[src/rtl/reset_sequencer.sv]
// Central reset controller: merges masked reset requests into one stretched event,
// releases domain resets in a staggered order, then waits for the init-done acknowledge.
module reset_sequencer #(
  parameter int NREQ        = 4,
  parameter int NDOM        = 3,
  parameter int STRETCH     = 16,
  parameter int STAGE_GAP   = 8,
  parameter int ACK_TIMEOUT = 1024,
  parameter int TW          = 16,
  parameter int CNTW        = 8
) (
  input  logic            clk_i,
  input  logic            rst_i,
  input  logic [NREQ-1:0] req_i,
  input  logic [NREQ-1:0] req_mask_i,
  input  logic            ack_i,
  output logic [NDOM-1:0] rst_o,
  output logic            busy_o,
  output logic [NREQ-1:0] cause_o,
  output logic [CNTW-1:0] count_o
);

  localparam int SW = (NDOM > 1) ? $clog2(NDOM) : 1;
  localparam logic [TW-1:0] STRETCH_TC = TW'(STRETCH - 1);
  localparam logic [TW-1:0] GAP_TC     = TW'(STAGE_GAP - 1);
  localparam logic [TW-1:0] ACK_TC     = TW'(ACK_TIMEOUT - 1);
  localparam logic [SW-1:0] LAST_STAGE = SW'(NDOM - 1);

  typedef enum logic [2:0] {
    IDLE,
    ASSERT,
    RELEASE,
    WAIT_ACK,
    HOLDOFF
  } state_t;

  state_t          state;
  logic [TW-1:0]   timer;
  logic [SW-1:0]   stage;
  logic [NREQ-1:0] act;
  logic [NREQ-1:0] act_low;

  // Lowest set bit wins: two's-complement isolate.
  assign act     = req_i & req_mask_i;
  assign act_low = act & (~act + NREQ'(1));

  function automatic logic [CNTW-1:0] sat_inc(input logic [CNTW-1:0] c);
    return (c == '1) ? c : c + CNTW'(1);
  endfunction

  always_ff @(posedge clk_i or posedge rst_i) begin
    if (rst_i) begin
      state   <= ASSERT;
      rst_o   <= '1;
      timer   <= '0;
      stage   <= '0;
      cause_o <= '0;
      count_o <= '0;
      busy_o  <= 1'b1;
    end else begin
      case (state)
        IDLE: begin
          if (act != '0) begin
            rst_o   <= '1;
            cause_o <= act_low;
            count_o <= sat_inc(count_o);
            timer   <= '0;
            stage   <= '0;
            busy_o  <= 1'b1;
            state   <= ASSERT;
          end
        end
        ASSERT: begin
          if (timer == STRETCH_TC) begin
            rst_o[0] <= 1'b0;
            timer    <= '0;
            stage    <= SW'(1);
            state    <= (NDOM == 1) ? WAIT_ACK : RELEASE;
          end else begin
            timer <= timer + TW'(1);
          end
        end
        RELEASE: begin
          if (timer == GAP_TC) begin
            rst_o[stage] <= 1'b0;
            stage        <= stage + SW'(1);
            timer        <= '0;
            if (stage == LAST_STAGE) state <= WAIT_ACK;
          end else begin
            timer <= timer + TW'(1);
          end
        end
        WAIT_ACK: begin
          // Acknowledge beats a timeout landing on the same edge.
          if (ack_i) begin
            state <= HOLDOFF;
          end else if ((ACK_TIMEOUT != 0) && (timer == ACK_TC)) begin
            rst_o   <= '1;
            timer   <= '0;
            stage   <= '0;
            count_o <= sat_inc(count_o);
            state   <= ASSERT;
          end else begin
            timer <= timer + TW'(1);
          end
        end
        HOLDOFF: begin
          if (act == '0) begin
            busy_o <= 1'b0;
            state  <= IDLE;
          end
        end
        default: begin
          rst_o  <= '1;
          timer  <= '0;
          stage  <= '0;
          busy_o <= 1'b1;
          state  <= ASSERT;
        end
      endcase
    end
  end

endmodule
[config.mk]
export PLATFORM = sky130hd
export DESIGN_NAME = reset_sequencer
export DESIGN_NICKNAME = d
export VERILOG_FILES = /design/src/rtl/reset_sequencer.sv
export SDC_FILE = /design/constraint.sdc
export NUM_CORES = 1
export LEC_CHECK = 0
export ABC_AREA = 1
export BUFFER_PORTS_ARGS = -buffer_cell sky130_fd_sc_hd__clkbuf_2
export CAP_MARGIN = 20
export CORE_AREA = 2 2 72 74
export DETAILED_ROUTE_END_ITERATION = 7
export DIE_AREA = 0 0 74 76
export PLACE_DENSITY = 0.83
export SYNTH_ARGS = -nofsm -noshare
export SYNTH_HDL_FRONTEND = slang
export SYNTH_SLANG_ARGS = --single-unit
[constraint.sdc]
create_clock -name clk_i -period 1.5 [get_ports clk_i]
set_input_delay 0.075 -clock clk_i [delete_from_list [all_inputs] [get_ports clk_i]]
set_output_delay 0.075 -clock clk_i [all_outputs]
set_load 0.02 [all_outputs]
==> results.sh <==
export IMPL_layout_setup_ws_ns=-0.135
export IMPL_synth_area_mm2=0.00251
export IMPL_pin_count=27
export IMPL_layout_commonest_cell="nand2_1"
export IMPL_die_y_um=76
export IMPL_place_area_mm2=0.00294
export IMPL_finalCriticalPeriod_ns=1.64
export IMPL_worstSetupPathType="flop to flop"
export IMPL_rsz0062_at_grt="true"
export IMPL_setup_violations=25
export IMPL_ys_seq_area_share_pct=37.2
export IMPL_yosys_area_share_simple_pct=36.1
export IMPL_cellLeakagePower_uw=0.00175
export IMPL_synth_edf_count=0
export IMPL_max_cap_viol_count=0
export IMPL_ys_warnings_count=0
export IMPL_worstSetupEndpoint="timer[2]"
export IMPL_via_per_inst=5.41
export IMPL_syn_area_per_cell_um2=7.38
export IMPL_status="finished with violations"
export IMPL_std_cell_rows=26
export IMPL_ctsHtreeMaxLevel=2
export IMPL_cts_root_buf="clkbuf_8"
export IMPL_clk_latency_ns=0.30
export IMPL_fmax_mhz=612
export IMPL_r2r_end="timer[2]"
export IMPL_vias=2614
export IMPL_route_detailed_drc=0
export IMPL_synth_compound_area_share_pct=10.7
export IMPL_synth_seq_cells=37
export IMPL_relSlewSlack_pct=67.8
export IMPL_cts_buffers=5
export IMPL_reg2reg_depth=8
export IMPL_final_cell_mix="nand2_1, inv_1, buf_4"
export IMPL_cp_arrival_ns=1.81
export IMPL_hold_viol=0
export IMPL_fin_crit_sh_pct=109
export IMPL_die_area_mm2=0.00562
export IMPL_clkTransAtPathRegs_ns=0.07
export IMPL_hold_path_depth=3
export IMPL_violations="negative setup slack"
export IMPL_grt_usage_pct=23.1
export IMPL_clock_skew_ns=0.00742
export IMPL_fin_util_pct=70.5
export IMPL_required_ns=1.67
export IMPL_grt_max_degree=38
export IMPL_final_nets=428
export IMPL_layout_cells_non_filler=483
export IMPL_fillers=326
export IMPL_hold_class="input port to flop"
export IMPL_dr_pass1_iters=6
export IMPL_gr_total_overflow=0
export IMPL_r2r_start="timer[6]"
export IMPL_area_growth_pct=38.1
export IMPL_place_congestion=0.944
export IMPL_drtAntennaViolNets=0
export IMPL_startpoint="timer[6]"
export IMPL_power_density_mw_per_mm2=1850
export IMPL_grt_pass1_wl_um=10300
export IMPL_initial_core_util_pct=51.1
export IMPL_place_ws_ns=-0.0630
export IMPL_syn_nets=356
export IMPL_r2r_setup_slack_ns=-0.14
export IMPL_num_antenna_cells=0
export IMPL_drt_first_iter_violations=211
export IMPL_worst_hold_slack_ns=0.0529
export IMPL_peakVddDrop_mv=1.34
export IMPL_synth_top_flop_cell="dfrtp_1"
export IMPL_layout_cell_area_non_filler_mm2=0.00346
export IMPL_worstMarginPinSlew_ns=0.482
export IMPL_synth_cells=340
export IMPL_io_buffers=26
export IMPL_dp_hpwl_um=4120
export IMPL_cts_tree="built"
export IMPL_wirelength_um=7310
export IMPL_ys_async_sr_fraction_pct=100
export IMPL_antenna_found_initial=0
export IMPL_wl_per_cell_um=15.1
export IMPL_core_area_mm2=0.00491
export IMPL_synth_top_family_by_area="simple AND/OR/NAND/NOR gates"
export IMPL_synthDistinctLibCells=35
export IMPL_synth_fa_ha_area_share_pct=2.49
export IMPL_die_w_um=74
export IMPL_crit_path_max_fanout=6
export IMPL_synth_mux_area_share_pct=0
export IMPL_layout_drive_gt1_share_pct=39.7
export IMPL_clock_sinks=37
export IMPL_cp_start_kind="flop"
export IMPL_grt_pass1_vias=2383
export IMPL_dp_cells=463
export IMPL_slew_viol_final=0
export IMPL_synth_xor_area_share_pct=3.84
export IMPL_crit_path_end_kind="flop"
export IMPL_cts_buffer_depth=2
critical path, cell delays in order, from the launching register on:
cell	delay, ns
dfrtp_2	0.45
nor2_4	0.14
nand2_4	0.08
nor2_2	0.16
nand2_2	0.10
nand2_4	0.13
nand2_4	0.09
nor2_4	0.26
o22ai_2	0.10
cell usage after synthesis, types with 6 or more instances:
master	number	area share, %
xor2_1	8	2.8
nand2_1	89	13
dfrtp_1	32	32
o21ai_1	6	1.2
o21ai_0	12	2.4
nor2_1	39	5.8
inv_1	49	7.3
nand4_1	7	1.7
nand3_1	21	4.2
nand2_2	11	2.7
o21ai_2	7	2.4
report_power, final:
part | switching, uW | internal, uW | leakage [uW] | total (uW)
clock network | 365 | 542 | 0.0000585 | 907
registers | 247 | 1320 | 0.000473 | 1570
logic | 2400 | 1520 | 0.00122 | 3920
total | 3010 | 3390 | 0.00175 | 6400
kinds of logic after synthesis:
group           Yosys count
fa+ha+maj                 5
simple gates            187
xor+xnor                 11
buf+inv                  58
compound gates           42
flops                    37
repair_timing:
action	4_1_cts	5_1_grt
pin swaps	1	21
endpoints found under the setup margin	19	31
buffers inserted	0	8
endpoints found under the hold margin	32	0
hold buffers	1	0
gates cloned	1	2
gates resized for setup	6	68
per-layer routing:
| metal | vias to the layer above | wire length [um] | track usage [%] |
|---|---|---|---|
| met1 | 1233 | 2810 | 30.2 |
| met3 | 26 | 452 | 4.23 |
| met4 | 0 | 304 | 8.91 |
| li1 | 1230 | - | - |
| met5 | - | 0 | 0 |
| met2 | 125 | 3740 | 37.6 |
stage by stage:
step / setup TNS [ns] / total power, uW
after floorplan: 0 / 3680
after global placement: 0 / 4400
after detailed placement: -0.453 / 4500
after CTS: -0.377 / 5540
after global routing: -3.89 / 6770
final: -2.07 / 6400
worst min path at each step:
stage	endpoint	start
after floorplan	state[2]	ack_i
after global placement	count_o[3]	rst_i
after detailed placement	timer[14]	rst_i
after CTS	cause_o[1]	req_mask_i[1]
after global routing	cause_o[1]	req_i[1]
final	cause_o[1]	req_mask_i[1]
area by class of cell:
| cell class | count | area, um2 | area share [%] |
|---|---|---|---|
| clock buffers | 7 | 86.3 | 2.49 |
| clock inverters | 1 | 30.0 | 0.867 |
| flip-flops and latches | 37 | 940 | 27.1 |
| inverters | 54 | 213 | 6.14 |
| repair buffers | 68 | 499 | 14.4 |
| multi-input cells | 246 | 1610 | 46.4 |
| well taps | 70 | 87.6 | 2.53 |
registers in the layout, summed over array words and instances, names as in the netlist:
name     flops
state        3
busy_o       1
stage        2
timer       16
cause_o      4
count_o      8
rst_o        3
Power figures use the tool's default switching activity.
